<file path="src/rtl/hc595_pixel_driver.sv">
// 74HC595 chain driver: shifts pixel bytes MSB-first, latches whole frames and PWMs nOE.
// The serial data pin doubles as stepper DIR; step pulses are sequenced between frames.
module hc595_pixel_driver #(
    parameter int CLK_DIV   = 2,
    parameter int NBYTES    = 1,
    parameter int PWM_BITS  = 4,
    parameter int DIR_SETUP = 2
) (
    input  logic                clk,
    input  logic                nreset,
    input  logic [7:0]          din,
    input  logic                din_valid,
    output logic                din_ready,
    input  logic [PWM_BITS-1:0] brightness,
    input  logic                step_req,
    input  logic                step_dir,
    output logic                step_ack,
    output logic                sr_clk,
    output logic                sr_lat,
    output logic                sr_noe,
    output logic                dat_dir,
    output logic                step_out,
    output logic                frame_done
);

    typedef enum logic [2:0] {
        IDLE,
        SHIFT_LO,
        SHIFT_HI,
        WAIT_BYTE,
        LATCH,
        STEP_SETUP,
        STEP_PULSE
    } state_t;

    localparam logic [15:0] DIV_LAST   = 16'(CLK_DIV - 1);
    localparam logic [15:0] SETUP_LAST = 16'(DIR_SETUP - 1);
    localparam logic [3:0]  BYTE_LAST  = 4'(NBYTES - 1);

    state_t                state;
    logic [7:0]            shreg;
    logic [2:0]            bit_cnt;
    logic [3:0]            byte_cnt;
    logic [15:0]           tick;
    logic [PWM_BITS-1:0]   pwm_cnt;
    logic                  armed;
    logic                  ready_q;

    // A pending step in IDLE wins over din, so ready is withdrawn in that same cycle
    // to keep the handshake honest (valid&ready always means the byte was taken).
    assign din_ready = ready_q & ~((state == IDLE) & step_req);

    always_ff @(posedge clk or negedge nreset) begin
        if (!nreset) begin
            state      <= IDLE;
            shreg      <= '0;
            bit_cnt    <= '0;
            byte_cnt   <= '0;
            tick       <= '0;
            pwm_cnt    <= '0;
            armed      <= 1'b0;
            ready_q    <= 1'b0;
            sr_clk     <= 1'b0;
            sr_lat     <= 1'b0;
            sr_noe     <= 1'b1;
            dat_dir    <= 1'b0;
            step_out   <= 1'b0;
            step_ack   <= 1'b0;
            frame_done <= 1'b0;
        end else begin
            pwm_cnt    <= pwm_cnt + 1'b1;
            sr_noe     <= ~(armed & (pwm_cnt < brightness));
            sr_lat     <= 1'b0;
            frame_done <= 1'b0;
            step_ack   <= 1'b0;

            case (state)
                IDLE: begin
                    if (step_req) begin
                        dat_dir <= step_dir;
                        ready_q <= 1'b0;
                        tick    <= '0;
                        state   <= STEP_SETUP;
                    end else if (din_valid && ready_q) begin
                        shreg   <= din;
                        bit_cnt <= '0;
                        dat_dir <= din[7];
                        ready_q <= 1'b0;
                        tick    <= '0;
                        state   <= SHIFT_LO;
                    end else begin
                        ready_q <= 1'b1;
                    end
                end

                SHIFT_LO: begin
                    if (tick == DIV_LAST) begin
                        tick   <= '0;
                        sr_clk <= 1'b1;
                        state  <= SHIFT_HI;
                    end else begin
                        tick <= tick + 1'b1;
                    end
                end

                SHIFT_HI: begin
                    if (tick == DIV_LAST) begin
                        tick    <= '0;
                        sr_clk  <= 1'b0;
                        shreg   <= {shreg[6:0], 1'b0};
                        bit_cnt <= bit_cnt + 1'b1;
                        if (bit_cnt == 3'd7) begin
                            byte_cnt <= byte_cnt + 1'b1;
                            if (byte_cnt == BYTE_LAST) begin
                                state <= LATCH;
                            end else begin
                                ready_q <= 1'b1;
                                state   <= WAIT_BYTE;
                            end
                        end else begin
                            dat_dir <= shreg[6];
                            state   <= SHIFT_LO;
                        end
                    end else begin
                        tick <= tick + 1'b1;
                    end
                end

                WAIT_BYTE: begin
                    if (din_valid) begin
                        shreg   <= din;
                        bit_cnt <= '0;
                        dat_dir <= din[7];
                        ready_q <= 1'b0;
                        tick    <= '0;
                        state   <= SHIFT_LO;
                    end
                end

                LATCH: begin
                    sr_lat     <= 1'b1;
                    frame_done <= 1'b1;
                    byte_cnt   <= '0;
                    armed      <= 1'b1;
                    ready_q    <= 1'b1;
                    state      <= IDLE;
                end

                STEP_SETUP: begin
                    if (tick == SETUP_LAST) begin
                        tick     <= '0;
                        step_out <= 1'b1;
                        state    <= STEP_PULSE;
                    end else begin
                        tick <= tick + 1'b1;
                    end
                end

                STEP_PULSE: begin
                    if (tick == 16'd1) begin
                        tick     <= '0;
                        step_out <= 1'b0;
                        step_ack <= 1'b1;
                        ready_q  <= 1'b1;
                        state    <= IDLE;
                    end else begin
                        tick <= tick + 1'b1;
                    end
                end

                default: state <= IDLE;
            endcase
        end
    end

endmodule
</file>
<file path="config.mk">
export PLATFORM = sky130hd
export DESIGN_NAME = hc595_pixel_driver
export DESIGN_NICKNAME = d
export VERILOG_FILES = /design/src/rtl/hc595_pixel_driver.sv
export SDC_FILE = /design/constraint.sdc
export NUM_CORES = 1
export LEC_CHECK = 0
export CELL_PAD_IN_SITES_DETAIL_PLACEMENT = 1
export CELL_PAD_IN_SITES_GLOBAL_PLACEMENT = 2
export CORE_UTILIZATION = 38
export DETAILED_ROUTE_END_ITERATION = 8
export HOLD_SLACK_MARGIN = 0.06
export PLACE_DENSITY = 0.81
export SLEW_MARGIN = 0
export SYNTH_ARGS = -nofsm -noshare
export SYNTH_HDL_FRONTEND = slang
export SYNTH_SLANG_ARGS = --single-unit
export TNS_END_PERCENT = 20
</file>
<file path="constraint.sdc">
create_clock -name clk -period 4.15 [get_ports clk]
set_input_delay 0.83 -clock clk [delete_from_list [all_inputs] [get_ports clk]]
set_output_delay 0.83 -clock clk [all_outputs]
set_load 0.05 [all_outputs]
</file>
Yosys cells after proc, flatten, opt, wreduce, memory -nomap -nowiden. Cells that the tools add are included.

Add/sub/neg operators: 4. Order comparisons: 1. Equality and inequality tests: 19. Mux-type cells: 48. Bitwise operators: 5. Reductions and logical operators: 18.

Operator list (number): 16-bit 2-to-1 mux (4); 16-bit one-hot mux with 3 select lines (1); 3-bit 2-to-1 mux (13); 7-bit 2-to-1 mux (4); 7-bit one-hot mux with 3 select lines (1); 2-bit inequality test, second input constant (9); 3-bit one-hot mux with 6 select lines (1); 16-bit by 1-bit adder with 16-bit output, second input constant (1); 16-bit by 1-bit == test with 1-bit output, second input constant (1); 1-bit 2-to-1 mux (16); 3-bit == test, second input constant (4); 3-bit AND reduction (4); 6-bit AND reduction (2); 5-bit AND reduction (2); 3-bit one-hot mux with 3 select lines (1); 4-bit by 1-bit adder with 4-bit output, second input constant (2); 4-bit 2-to-1 mux (2); 4-bit one-hot mux with 2 select lines (1); 3-bit by 2-bit == test with 1-bit output, second input constant (2); 2-bit nonzero test (3); 3-bit nonzero test (2); 1-bit one-hot mux with 5 select lines (1); 5-bit nonzero test (1); 4-bit zero test (1); 12 further kinds (16).

Flip-flop bits (word level): 45. Bits of input ports: 17. Output and inout port bits: 8.

Longest topological paths before layout. Gate-level depths: netlist of the first run.

Word-level depth: 5. Depth in mapped cells: 9. Mapped depth without buffers: 7.

Worst setup path before layout of the first run. Ideal clock, no wire load.

Path type: input to output. Start point: input port step_req. End point: output port din_ready. Data arrival time: 1.755 ns. Required time: 3.320 ns. Path slack: 1.565 ns. Stages on the path: 2. Cell sequence: nor2b_1 > a21oi_1.

Word-level cells in the longest chain between the ends: 3.

RTL lines: start: declaration (RTL line 15) `input logic step_req,`; 1-bit bitwise AND (RTL line 51) `assign din_ready = ready_q & ~((state == IDLE) & step_req);`; 1-bit inverter (RTL line 51); 1-bit bitwise AND (RTL line 51); end: declaration (RTL line 13) `output logic din_ready,`.

Every way passes these cells.

Worst setup path in the final report of the first run. Same ends and word-level chain as after synthesis.

==> results of run 1 <==
[cell usage after synthesis, types with 5 or more instances]
master,number
nand2_1,26
dfrtp_1,44
inv_1,12
nand3_1,9
nor2_1,23
mux2i_1,8
a21oi_1,14
ha_1,10
clkbuf_1,5
a31oi_1,8
nor3_1,7
o21ai_0,21
[state kept, by name, indices dropped and copies added (netlist names)]
register and count:
tick 16, shreg 7, byte_cnt 4, pwm_cnt 4
bit_cnt 3, state 3, armed 1, dat_dir 1
frame_done 1, ready_q 1, sr_clk 1, sr_noe 1
step_ack 1, step_out 1
[kinds of logic (layout without fill, tap and decap cells)]
family | after synthesis | after routing
adders and majority gates | 10 | 10
muxes | 10 | 10
and+or+nand+nor | 93 | 93
DFF | 45 | 45
AOI/OAI and AO/OA | 72 | 72
buffers and inverters | 24 | 46
xor gates and xnor gates | 6 | 6
[worst reg2reg max path, stage by stage (launching register included)]
cell and delay, ns:
dfrtp_1 0.44, nor4_1 0.42, and4_1 0.56, o211ai_1 0.52, mux2_2 0.45
[area by class of cell]
cell class	count	area share
clock buffer	6	0.0256
clock inverter	2	0.0124
inverter	12	0.0159
multi-input combinational	191	0.427
sequential	45	0.398
tap	75	0.0331
timing repair buffer	26	0.0883
[report_power, final]
| part | switching, mW | total (mW) | internal (mW) |
|---|---|---|---|
| Combinational | 0.520 | 0.805 | 0.285 |
| Clock | 0.153 | 0.331 | 0.179 |
| Sequential | 0.116 | 0.658 | 0.542 |
[layout by cell type (no fill, tap or decap), types with 4 or more instances in the layout]
cell type        netlist  final
o31ai_1                4      4
ha_1                  10     10
clkdlybuf4s50_1        0     23
nand2_1               26     26
nor3_1                 7      7
o21ai_0               21     21
a31oi_1                8      8
a21oi_1               14     14
nor2_1                23     23
mux2i_1                8      8
clkbuf_8               0      5
inv_1                 12     12
nand3_1                9      9
dfrtp_1               44     44
[per-layer routing]
layer / share of wire / vias to the layer above / track usage
met5: 0 / - / 0
met4: 0.011 / 0 / 0.0579
met3: 0.017 / 7 / 0.0297
met2: 0.47 / 16 / 0.316
met1: 0.50 / 1011 / 0.248
li1: - / 984 / -
[worst max path at each step]
stage / endpoint / cells past startpoint / startpoint
detailed placement: din_ready / 4 / step_req
global route: din_ready / 4 / step_req
CTS: din_ready / 4 / step_req
global placement: din_ready / 4 / step_req
finish: din_ready / 4 / step_req
floorplan: din_ready / 2 / step_req
==> impl_metrics.toml, run 1 <==
[yosys]
synth_cell_types = 54
synthFlopType = "dfrtp_1"
synth_cells = 260
synth_edf_count = 0
netlist_top_cells_area = "dfrtp_1 (45%), ha_1 (5.1%), o21ai_0 (4.3%)"
ys_warn_count = 0
synth_nets = 287
synthArstFlopShare = 1.00
synth_area_um2 = 2450
post_synth.cell_area_avg_um2 = 9.42
seq_area_frac_synth = 0.460
synth.top_cell.area_share = 0.449
ys_ff_latch = 45
synth_compound_area_frac = 0.186
yosysTopAreaCell = "dfrtp_1"
synth_top_family_by_area = "simple AND/OR/NAND/NOR gates"
synthXorXnorAreaFrac = 0.0215
synthAdderAreaFrac = 0.0511
muxShareOfSynthArea = 0.0419
synth-simple-area-share = 0.193

[critical_path]
path_delay_family = "buffers and inverters"
endpoint_kind = "output port"
r2r.worst_path.cells = 4
startpoint_type = "input pin"
crit_path_max_incr_delay_ns = 0.82
crit_path_frequent_cell = "clkdlybuf4s50_1"
required_ns = 3.32
reg2reg_slack_ns = 1.66
worstPathCellList = "clkdlybuf4s50_1 > nor2b_1 > a21oi_1 > clkdlybuf4s50_1"
r2r_start = "tick[8]"
cp.arrival_ns = 2.57
slowest_stage = "clkdlybuf4s50_1"
critPathKind = "input pin to output port"
worstPathBufferInverterCount = 2
reg2reg_to = "bit_cnt[0]"
worstPathMaxFanout = 7

[sta]
grt_setup_unrepaired = "no"
fin_crit_ns = 3.40
drv_slew = 0
setup_viol = 0
max_freq_mhz = 294
tns_ns = 0
worst-slew-pin-transition_ns = 1.07
relSlewSlack = 0.286
hold_ws_ns = 0.427
fin_skew_ns = 0.00692
finalCritPeriodShare = 0.820
final-hold-violation-count = 0
postLayoutSetupSlackWorst_ns = 0.747

[floorplanning]
dieArea_um2 = 6770
die_h_um = 82.3
die_w_um = 82.3
core_area_um2 = 6060
ios = 25
initial_core_util = 0.404
rows = 28

[min_path]
min_path_cells = 1
whs_endpoint = "sr_noe"
min_path_type = "flop to flop"
worstHoldStart = "armed"

[outcome]
status = "finished, final reports clean"

[detailed_routing]
wirelength_um = 5710
drc = 0
first_pass_iters = 6
via_count = 2018
routedWlPerCell_um = 16.0
drtAntennaViolNets = 0
drtIter0Drc = 117
via_per_inst = 5.65

[final_layout]
post-route-util = 0.467
fin_area_um2 = 2830
seq_area_um2 = 1130
diodes = 0
final_nets = 308
drive_gt1_frac = 0.0745
multiInputGateArea_um2 = 1210
n_fill_cell = 715
syn_to_final_growth_pct = 15.6
layoutNonFillerInstCount = 357

[grt]
grt-ovfl-total = 0
gr-usage-all-layers = 0.188
grt_pass1_vias = 2056
grt_max_degree = 46
antenna_found_initial = 0
grt_pass1_wl_um = 9700

[placement]
postPlaceCellArea_um2 = 2730
gp_congestion = 0.753
port_buffers = 24
placed_cells = 349
place_worst_setup_slack_ns = 0.761
hpwl_um = 4030

[clock_network]
holdBufCountCts = 0
clockBufferDepth = 2
cts_tree = "yes"
cts_made_buffers = 5
cts_root_buffer = "clkbuf_8"
post_cts_buffers = 0
clkTransAtPathRegs_ns = 0.08
cts_sinks = 45
clk_latency_ns = 0.30
h-tree-depth = 2
cts_resized = 0

[pwr]
p_total_mw = 1.79
powerDensity_nw_per_um2 = 633
peakVddDrop_v = 0.000289
total_leakage_power_nw = 1.25

[job]
maxCapViolCount = 0
Power figures use the tool's default switching activity.
==> inputs of run 2 (changes only) <==
--- a/config.mk
+++ b/config.mk
@@ -7,10 +7,10 @@
 export LEC_CHECK = 0
 export CELL_PAD_IN_SITES_DETAIL_PLACEMENT = 1
 export CELL_PAD_IN_SITES_GLOBAL_PLACEMENT = 2
-export CORE_UTILIZATION = 38
+export CORE_UTILIZATION = 35
 export DETAILED_ROUTE_END_ITERATION = 8
 export HOLD_SLACK_MARGIN = 0.06
-export PLACE_DENSITY = 0.81
+export PLACE_DENSITY = 0.75
 export SLEW_MARGIN = 0
 export SYNTH_ARGS = -nofsm -noshare
 export SYNTH_HDL_FRONTEND = slang
==> constraint.sdc (replaced) <==
create_clock -name clk -period 3.5 [get_ports clk]
set_input_delay 0.7 -clock clk [delete_from_list [all_inputs] [get_ports clk]]
set_output_delay 0.7 -clock clk [all_outputs]
set_load 0.05 [all_outputs]
==> impl_metrics.toml, run 2 (same netlist as run 1, synthesis figures left out) <==
[sta]
fin_skew_ns = 0.00769
finalCritPeriodShare = 0.879
relSlewSlack = 0.263
drv_slew = 0
max_freq_mhz = 325
grt_setup_unrepaired = "no"
setup_viol = 0
fin_crit_ns = 3.08
tns_ns = 0
final-hold-violation-count = 0
worst-slew-pin-transition_ns = 1.10

[clock_network]
clkTransAtPathRegs_ns = 0.08
cts_tree = "yes"
cts_made_buffers = 5
cts_resized = 0
h-tree-depth = 2
cts_sinks = 45
holdBufCountCts = 0
clockBufferDepth = 2
clk_latency_ns = 0.30
post_cts_buffers = 0
cts_root_buffer = "clkbuf_8"

[detailed_routing]
drtAntennaViolNets = 0
first_pass_iters = 4
via_count = 1996
drc = 0
drtIter0Drc = 64
wirelength_um = 5670
via_per_inst = 5.27
routedWlPerCell_um = 15.0

[critical_path]
startpoint_type = "input pin"
reg2reg_slack_ns = 0.99
worstPathBufferInverterCount = 2
reg2reg_to = "shreg[3]"
cp.arrival_ns = 2.38
required_ns = 2.80
path_delay_family = "buffers and inverters"
endpoint_kind = "output port"
r2r_start = "tick[0]"
worstPathMaxFanout = 7
slowest_stage = "clkdlybuf4s50_1"
critPathKind = "input pin to output port"
worstPathCellList = "clkdlybuf4s50_1 > nor2b_1 > a21oi_1 > clkdlybuf4s50_1"
crit_path_max_incr_delay_ns = 0.81
r2r.worst_path.cells = 5
crit_path_frequent_cell = "clkdlybuf4s50_1"

[placement]
postPlaceCellArea_um2 = 2760
hpwl_um = 3960
placed_cells = 371
port_buffers = 24
gp_congestion = 0.743

[final_layout]
mostFrequentLayoutCell = "dfrtp_1"
layoutNonFillerInstCount = 379
final_nets = 309
top_register = "tick"
largest_register_ffs = 16
n_fill_cell = 786
final_cell_mix = "dfrtp_1 (44), nand2_1 (26), nor2_1 (23), clkdlybuf4s50_1 (23), o21ai_0 (21)"
fin_area_um2 = 2870
drive_gt1_frac = 0.0777
diodes = 0
syn_to_final_growth_pct = 17.0
largestRegisters = "tick (16), shreg (7)"

[job]
maxCapViolCount = 0

[floorplanning]
die_h_um = 85.7
core_area_um2 = 6790
ios = 25
rows = 30
die_w_um = 85.7
dieArea_um2 = 7340
initial_core_util = 0.361

[grt]
grt_max_degree = 46
grt_pass1_wl_um = 10100
grt-ovfl-total = 0
grt_pass1_vias = 2092
gr-usage-all-layers = 0.174
antenna_found_initial = 0

[min_path]
min_path_type = "flop to flop"
whs_endpoint = "sr_noe"
worstHoldStart = "armed"
min_path_cells = 1

[pwr]
peakVddDrop_v = 0.000296
total_leakage_power_nw = 1.25
p_int_mw = 1.20
netSwitchingFraction = 0.439
powerDensity_nw_per_um2 = 745
pwr-share-clk = 0.186
combPwrFrac = 0.454
power.switching_mw = 0.939
p_seq_frac = 0.360

[outcome]
status = "finished, final reports clean"
## run 2: cell types whose count changed in the layout (fill, tap and decap cells not counted)
cell / delta
buf_4: +1
## run 2: layout make-up
cell class,instances,area (um^2),area share
multi-input combinational,191,1210,0.422
sequential,45,1130,0.393
timing repair buffer,27,258,0.0899
tap,96,120,0.0419
clock buffer,6,72.6,0.0253
inverter,12,45.0,0.0157
clock inverter,2,35.0,0.0122
## run 2: per-stage QoR
step	setup WS, ns	total power, mW	hold WS [ns]	util
after floorplan	1.13	1.49	0.392	-
after global placement	0.440	1.74	0.444	0.406
after detailed placement	0.417	1.76	0.443	0.406
after CTS	0.410	2.16	0.456	0.422
after global routing	0.332	2.30	0.471	0.422
final	0.422	2.14	0.442	0.422
## run 2: how the worst max path moves through the flow
stage,slack [ns],from,endpoint,cells past startpoint
after floorplan,1.13,state[1],din_ready,4
after global placement,0.44,step_req,din_ready,4
after detailed placement,0.42,step_req,din_ready,4
after CTS,0.41,step_req,din_ready,4
after global routing,0.33,step_req,din_ready,4
final,0.42,step_req,din_ready,4
## run 2: power by group through the flow
stage	Sequential (mW)	Clock [mW]	Combinational (mW)
3_3_place_gp	0.778	0	0.965
6_report	0.770	0.397	0.970
5_1_grt	0.795	0.429	1.08
4_1_cts	0.771	0.410	0.981
2_1_floorplan	0.787	0	0.707
3_5_place_dp	0.780	0	0.976
## run 2: layer usage
layer / up-vias / track usage / part of all wire
met5: - / 0 / 0
met4: 0 / 0.0500 / 0.011
met3: 5 / 0.0346 / 0.020
met2: 21 / 0.280 / 0.46
met1: 987 / 0.239 / 0.51
li1: 983 / - / -
==> inputs of run 3 (changes only) <==
--- a/config.mk
+++ b/config.mk
@@ -5,6 +5,7 @@
 export SDC_FILE = /design/constraint.sdc
 export NUM_CORES = 1
 export LEC_CHECK = 0
+export ABC_CLOCK_PERIOD_IN_PS = 3500
 export CELL_PAD_IN_SITES_DETAIL_PLACEMENT = 1
 export CELL_PAD_IN_SITES_GLOBAL_PLACEMENT = 2
 export CORE_UTILIZATION = 35
==> results of run 3 <==
The final DEF is identical to that of run 2; final timing and power are the same.
